<file path="src/rtl/mem_access.sv">
// mem_access: memory stage of the dual-lane 64-bit-bundle pipeline.
// Drives BRAM port b combinationally from the exec bundle (one-cycle read
// latency) and registers the bundle towards writeback so inst_to_wb lines up
// with mem_doutb. Bundles whose lanes hit different words are split over two
// cycles (upper lane first, then lower lane) with a one-cycle stall request.
// Optional build macro: MEM_ACCESS_PERF_EN adds saturating load/store/split
// counters on ports perf_load_cnt, perf_store_cnt and perf_split_cnt.
//
// Flow control: stall_req is combinational and asks exec to present the same
// bundle again on the next cycle; interlock is a global freeze that blocks
// any BRAM access and holds every register, so a frozen cycle is invisible.
module mem_access #(
    parameter int ADDR_W = 15
) (
    input  logic              clk,
    input  logic              rstn,
    input  logic              interlock,
    input  logic [63:0]       inst_from_exec,
    input  logic [31:0]       u_addr_from_exec,
    input  logic [31:0]       u_sdata_from_exec,
    input  logic [4:0]        u_rt_from_exec,
    input  logic [31:0]       l_addr_from_exec,
    input  logic [31:0]       l_sdata_from_exec,
    input  logic [31:0]       l_tdata_from_exec,
    input  logic [4:0]        l_rt_from_exec,
    input  logic              l_rt_flag_from_exec,
    output logic [ADDR_W-1:0] mem_addrb,
    output logic [63:0]       mem_dinb,
    output logic [7:0]        mem_web,
    output logic              mem_enb,
    output logic [63:0]       inst_to_wb,
    output logic [4:0]        u_rt_to_wb,
    output logic              u_rt_flag_to_wb,
    output logic [31:0]       l_tdata_to_wb,
    output logic [4:0]        l_rt_to_wb,
    output logic              l_rt_flag_to_wb,
    output logic              stall_req,
`ifdef MEM_ACCESS_PERF_EN
    output logic [31:0]       perf_load_cnt,
    output logic [31:0]       perf_store_cnt,
    output logic [31:0]       perf_split_cnt,
`endif
    output logic              dbg_split_o
);

    localparam logic [5:0] OP_LOAD  = 6'b010000;
    localparam logic [5:0] OP_STORE = 6'b010001;

    typedef enum logic [0:0] {
        IDLE  = 1'b0,
        SPLIT = 1'b1
    } state_e;

    state_e      state_q, state_d;

    logic [5:0]  u_op, l_op;
    logic        u_ld, u_st, l_ld, l_st, u_mem, l_mem, conflict;
    logic        issue_u, issue_l, sel_u, capture, zero_u, zero_l;

    logic [63:0] inst_d, inst_q;
    logic        l_rt_flag_d, l_rt_flag_q;
    logic [4:0]  u_rt_q, l_rt_q;
    logic [31:0] l_tdata_q;

    // Address bits above the BRAM depth are ignored by design.
    logic        unused_addr_bits;
    assign unused_addr_bits = ^{u_addr_from_exec[31:ADDR_W], l_addr_from_exec[31:ADDR_W]};

    assign u_op     = inst_from_exec[63:58];
    assign l_op     = inst_from_exec[31:26];
    assign u_ld     = (u_op == OP_LOAD);
    assign u_st     = (u_op == OP_STORE);
    assign l_ld     = (l_op == OP_LOAD);
    assign l_st     = (l_op == OP_STORE);
    assign u_mem    = u_ld | u_st;
    assign l_mem    = l_ld | l_st;
    assign conflict = u_mem && l_mem &&
                      (u_addr_from_exec[ADDR_W-1:0] != l_addr_from_exec[ADDR_W-1:0]);

    // State register; reset abandons any pending lower-lane half.
    always_ff @(posedge clk) begin
        if (!rstn) begin
            state_q <= IDLE;
        end else begin
            state_q <= state_d;
        end
    end

    // Next state plus which lanes issue this cycle; nothing happens in reset or interlock.
    always_comb begin
        state_d   = state_q;
        issue_u   = 1'b0;
        issue_l   = 1'b0;
        sel_u     = 1'b0;
        capture   = 1'b0;
        zero_u    = 1'b0;
        zero_l    = 1'b0;
        stall_req = 1'b0;
        if (rstn && !interlock) begin
            capture = 1'b1;
            case (state_q)
                IDLE: begin
                    if (conflict) begin
                        stall_req = 1'b1;
                        issue_u   = 1'b1;
                        sel_u     = 1'b1;
                        zero_l    = 1'b1;
                        state_d   = SPLIT;
                    end else begin
                        issue_u = u_mem;
                        issue_l = l_mem;
                        sel_u   = u_mem;
                    end
                end
                SPLIT: begin
                    issue_l = l_mem;
                    zero_u  = 1'b1;
                    state_d = IDLE;
                end
                default: state_d = IDLE;
            endcase
        end
    end

    // BRAM port b: upper lane owns the high word half, lower lane the low half.
    always_comb begin
        mem_enb   = issue_u | issue_l;
        mem_addrb = '0;
        if (rstn) begin
            mem_addrb = sel_u ? u_addr_from_exec[ADDR_W-1:0] : l_addr_from_exec[ADDR_W-1:0];
        end
        mem_web   = {{4{issue_u && u_st}}, {4{issue_l && l_st}}};
        mem_dinb  = {(issue_u && u_st) ? u_sdata_from_exec : 32'h0,
                     (issue_l && l_st) ? l_sdata_from_exec : 32'h0};
    end

    // Writeback view of the bundle: a lane not issued this cycle has its opcode cleared.
    always_comb begin
        inst_d = inst_from_exec;
        if (zero_l) begin
            inst_d[31:26] = 6'b0;
        end
        if (zero_u) begin
            inst_d[63:58] = 6'b0;
        end
        l_rt_flag_d = l_rt_flag_from_exec && !l_ld && !zero_l;
    end

    // Writeback pipeline registers, held under interlock.
    always_ff @(posedge clk) begin
        if (!rstn) begin
            inst_q      <= '0;
            u_rt_q      <= '0;
            l_tdata_q   <= '0;
            l_rt_q      <= '0;
            l_rt_flag_q <= 1'b0;
        end else if (capture) begin
            inst_q      <= inst_d;
            u_rt_q      <= u_rt_from_exec;
            l_tdata_q   <= l_tdata_from_exec;
            l_rt_q      <= l_rt_from_exec;
            l_rt_flag_q <= l_rt_flag_d;
        end
    end

    assign inst_to_wb      = inst_q;
    assign u_rt_to_wb      = u_rt_q;
    assign u_rt_flag_to_wb = 1'b0;
    assign l_tdata_to_wb   = l_tdata_q;
    assign l_rt_to_wb      = l_rt_q;
    assign l_rt_flag_to_wb = l_rt_flag_q;
    assign dbg_split_o     = (state_q == SPLIT);

`ifdef MEM_ACCESS_PERF_EN
    logic [31:0] load_cnt_q, store_cnt_q, split_cnt_q;
    logic [1:0]  load_inc, store_inc;

    assign load_inc  = {1'b0, issue_u && u_ld} + {1'b0, issue_l && l_ld};
    assign store_inc = {1'b0, issue_u && u_st} + {1'b0, issue_l && l_st};

    function automatic logic [31:0] sat_add(input logic [31:0] cnt, input logic [1:0] inc);
        logic [32:0] sum;
        sum = {1'b0, cnt} + {31'b0, inc};
        return sum[32] ? 32'hFFFF_FFFF : sum[31:0];
    endfunction

    // Per-lane access and per-split counters; increments are zero while frozen.
    always_ff @(posedge clk) begin
        if (!rstn) begin
            load_cnt_q  <= '0;
            store_cnt_q <= '0;
            split_cnt_q <= '0;
        end else begin
            load_cnt_q  <= sat_add(load_cnt_q, load_inc);
            store_cnt_q <= sat_add(store_cnt_q, store_inc);
            split_cnt_q <= sat_add(split_cnt_q, {1'b0, stall_req});
        end
    end

    assign perf_load_cnt  = load_cnt_q;
    assign perf_store_cnt = store_cnt_q;
    assign perf_split_cnt = split_cnt_q;
`endif

endmodule

</file>
<file path="config.mk">
export PLATFORM = sky130hd
export DESIGN_NAME = mem_access
export DESIGN_NICKNAME = d
export VERILOG_FILES = /design/src/rtl/mem_access.sv
export SDC_FILE = /design/constraint.sdc
export NUM_CORES = 1
export LEC_CHECK = 0
export ABC_AREA = 1
export BUFFER_PORTS_ARGS = -buffer_cell sky130_fd_sc_hd__buf_2
export CAP_MARGIN = 30
export CORE_AREA = 2 2 171 173
export DETAILED_ROUTE_END_ITERATION = 12
export DIE_AREA = 0 0 173 175
export SLEW_MARGIN = 5
export SYNTH_ARGS = -nofsm -noshare
export SYNTH_HDL_FRONTEND = slang
export SYNTH_SLANG_ARGS = --single-unit
</file>
<file path="constraint.sdc">
create_clock -name clk -period 2.2 [get_ports clk]
set_input_delay 0.44 -clock clk [delete_from_list [all_inputs] [get_ports clk]]
set_output_delay 0.44 -clock clk [all_outputs]
set_load 0.01 [all_outputs]
</file>
* Yosys cells after proc, flatten, opt, wreduce, memory -nomap -nowiden
Index checks and enable logic that the tools add are counted.
** Word-level totals
- Bits of input ports :: 238
- Flip-flop bits (word level) :: 108
** Operators by class
- Equality and inequality tests :: 5
- Reduce and logical (&&, ||, !) cells :: 10
- Bitwise operators :: 4
- Multiplexer cells :: 19
** Operators by type and width (number)
- $mux 32 :: 2
- $mux 15 :: 2
- $eq 6x5->1 const B :: 4
- $ne 15x15->1 :: 1
- $mux 6 :: 2
- $mux 1 :: 11
- $logic_and 1x1->1 :: 7
- $pmux 1 s2 :: 2
- $logic_not 1->1 :: 3
- $or 1x1->1 :: 3
- $not 1->1 :: 1

* Depth between registers and ports, before layout
- Word-level depth :: 9
- Depth in mapped cells :: 12
- Mapped depth without buffers :: 10

* Least setup slack after synthesis
No wires, ideal clock.
- Kind :: in2out
- Start point :: input interlock
- End point :: output mem_web[5]
- Slack :: 0.218 ns
- Required time :: 1.760 ns
- Stages on the path :: 8
- Data arrival time :: 1.542 ns
- Buffers on the path :: 3
- Path through :: buf_2 -> nor2_8 -> inv_2 -> nor2_4 -> nand2_1 -> buf_2 -> inv_1 -> buf_4
** Between the ends
- Word-level cells in the longest chain between the ends :: 4
** RTL lines
- start: declaration :: RTL line 17 : input logic interlock,
- $logic_not 1->1 :: RTL line 99 : if (rstn && !interlock) begin
- $logic_and 1x1->1 :: RTL line 99
- $mux 1 :: RTL line 99
- $logic_and 1x1->1 :: RTL line 132 : mem_web = {{4{issue_u && u_st}}, {4{issue_l && l_st}}};
- end: declaration :: RTL line 29 : output logic [7:0] mem_web,
No other way between the ends.

* Final worst setup path
- Start point :: input l_addr_from_exec[1]
- End point :: output mem_dinb[26]
** Between the ends
- Word-level cells in the longest chain between the ends :: 7
** RTL lines
- start: declaration :: RTL line 22 : input logic [31:0] l_addr_from_exec,
- $ne 15x15->1 :: RTL line 78 : (u_addr_from_exec[ADDR_W-1:0] != l_addr_from_exec[ADDR_W-1:0]);
- $logic_and 1x1->1 :: RTL line 77 : assign conflict = u_mem && l_mem &&
- $mux 1 :: RTL line 103 : if (conflict) begin
- $pmux 1 s2 :: RTL line 101 : case (state_q)
- $mux 1 :: RTL line 99
- $logic_and 1x1->1 :: RTL line 134 : (issue_l && l_st) ? l_sdata_from_exec : 32'h0};
- $mux 32 :: RTL line 134
- end: declaration :: RTL line 28 : output logic [63:0] mem_dinb,
No other way between the ends.

==> metrics.cfg <==
[flow_run]
cap_violations=0

[timing]
skew_ns=0.00805
timing.final.crit_share=1.04
fin_tns_setup_ns=-2.33
drv_slew=0
setup_viol_count_final=58
finalCriticalPeriod_ns=2.29
max_freq_ghz=0.437
finalWorstSetupSlack_ns=-0.0866
slew_headroom=0.626
tightest_slew_ns=0.561
rsz0062_at_grt=true
hold_violations=0

[cells_and_area]
syn_to_final_growth_pct=75.6
instances_no_fill=1538
final_cell_mix=buf_2, nor2_1, dfxtp_1
final_common_cell=buf_2
drive_gt1_frac=0.478
fin_nets=1387

[die]
coreArea_mm2=0.0284
top_level_ports=436
die-area_mm2=0.0303
die_x_um=173
start_util=0.174
num_rows=62
die-height_um=175

[clocking]
cts-root-buf=clkbuf_16
htree_levels=3
clkSlewWorstSetupHoldPaths_ns=0.07
cts_buffers=9
clockBufferDepth=2
clkSinkCount=108
tritoncts=built
worst_skew_pair.late_latency_ns=0.36

[worst_hold_path]
min_path_cells=3
hold_start=inst_from_exec[60]
min_to=inst_to_wb[60]
holdCritPathClass=input pin to flip-flop

[run_status]
failed_checks=setup timing
outcome=complete, but fails checks

[synth]
syn_nets=987
synthCells=749
syn_area_mm2=0.00494
synth_top_area_cell=dfxtp_1
ys_warn_count=0
synth-seq-area-share=0.438
ys_seq_elements=108
avgSynthCellArea_um2=6.59
netlist_top_cells_area=dfxtp_1, nor2_1, o21ai_0
synth_cell_types=26
netlist.area_leader.share=0.438

[worst_setup_path]
r2r_cells=7
r2r-end=l_rt_flag_to_wb
path_max_fanout=7
critPathCaptureType=primary output
worstSetupStartpointType=input pin
crit_type=input pin to primary output
rr_startpoint=dbg_split_o
cp_data_arrival_time_ns=1.85
r2r_setup_slack_ns=0.92
required_ns=1.76

[global_route]
grt_max_degree=117
antenna_found_initial=4
grt_pass1_vias=5828
grt_usage=0.134
grt_overflow=0
grt_first_pass_wirelength_mm=31.7

[power_and_ir_drop]
p_per_area_mw_per_mm2=537
ir_drop_mv=0.280
p_leak_nw=4.70

[route]
dr.pass1.iters=4
drtAntennaViolNets=0
vias=6129
drcViolationCount=0
initialDrtViolationCount=199
avgRoutedWirePerCell_um=14.2
avgViaCountPerCell=3.99
routed_wl_mm=21.8

[placement]
dp_cells=1508
port_buffers=400
place_congestion=0.924
hpwl_mm=16.0

==> layout make-up <==
type                       instances  area (um^2)
antenna                            1         2.50
sequential                       108         2160
multi-input combinational        488         2540
timing repair buffer             440         2790
clock buffer                      11          253
tap                              384          480
clock inverter                     4         32.5
inverter                         102          404
fill                            3096        19700
==> Yosys cell counts, drive strengths merged <==
cell / instances
a21oi: 9
buf: 28
clkbuf: 23
conb: 1
dfxtp: 108
inv: 102
nand2: 66
nand3: 30
nand4: 2
nor2: 266
nor3: 1
o21a: 1
o21ai: 110
o31ai: 1
xnor2: 1
==> logic make-up (layout without fill, tap and decap cells) <==
| logic type | after synthesis | count (layout) | synth area share |
|---|---|---|---|
| AO/OA/AOI/OAI | 121 | 121 | 0.124 |
| XOR/XNOR | 1 | 1 | 0.00177 |
| AND/OR/NAND/NOR | 365 | 365 | 0.305 |
| flip-flops | 108 | 108 | 0.438 |
| buffers and inverters | 153 | 557 | 0.131 |
| other | 1 | 2 | 0.000760 |
==> state kept, by name, summed over array words and instances (netlist names) <==
| signal | count |
|---|---|
| dbg_split_o | 1 |
| inst_to_wb | 64 |
| l_rt_flag_to_wb | 1 |
| l_rt_to_wb | 5 |
| l_tdata_to_wb | 32 |
| u_rt_to_wb | 5 |
==> critical path, cell delays in order <==
cell       delay (ns)
buf_2            0.13
inv_1            0.05
nand2_1          0.05
nand2_1          0.05
nor2_1           0.10
nand2_1          0.06
nor2_2           0.13
nand2_1          0.07
nand2_2          0.09
nand4_4          0.09
buf_12           0.16
clkbuf_16        0.17
nor2_2           0.09
buf_2            0.14
==> worst max-delay path by stage <==
| stage | start | to | slack [ns] | depth (start not counted) |
|---|---|---|---|---|
| after global placement | inst_from_exec[27] | mem_dinb[30] | -0.06 | 9 |
| after floorplan | interlock | mem_web[5] | 0.22 | 8 |
| after CTS | dbg_split_o | mem_dinb[0] | -0.1 | 8 |
| final | l_addr_from_exec[1] | mem_dinb[26] | -0.09 | 14 |
| after detailed placement | inst_from_exec[27] | mem_dinb[0] | -0.07 | 9 |
| after global routing | u_addr_from_exec[2] | mem_dinb[26] | -0.18 | 14 |
==> power breakdown <==
part / leakage, nW / internal [W] / switching [W]
logic: 3.67 / 0.000382 / 0.000504
clock network: 0.134 / 0.000833 / 0.000792
registers: 0.897 / 0.00209 / 0.0000606
total: 4.70 / 0.00330 / 0.00136
==> per-layer routing <==
layer  share of wire  up-vias  track usage  routed length (um)
met4           0.034        4       0.0544                 736
met3           0.084       32       0.0479                1840
met5          0.0012        -            0                  27
met2            0.50      280        0.238               10800
li1                -     3064            -                   -
met1            0.38     2749        0.146                8360
==> stage by stage <==
| stage | area [um^2] | util | hold slack (ns) | power [W] | setup slack (ns) |
|---|---|---|---|---|---|
| after global placement | 7420 | 0.261 | 0.441 | 0.00302 | -0.0606 |
| after floorplan | 4940 | - | 0.478 | 0.00258 | 0.218 |
| final | 8670 | 0.305 | 0.325 | 0.00466 | -0.0866 |
| after CTS | 8210 | 0.289 | 0.301 | 0.00472 | -0.0996 |
| after detailed placement | 7420 | 0.261 | 0.445 | 0.00304 | -0.0666 |
| after global routing | 8670 | 0.305 | 0.309 | 0.00493 | -0.183 |
==> timing repair <==
| item | in CTS | in global routing |
|---|---|---|
| pin swaps | 3 | 10 |
| buffers inserted | 5 | 4 |
| hold endpoints to repair | 0 | 0 |
| gates cloned | 3 | 4 |
| setup endpoints to repair | 73 | 87 |
| hold buffers | 0 | 0 |
| gates resized for setup | 96 | 86 |
Power figures use the tool's default switching activity.
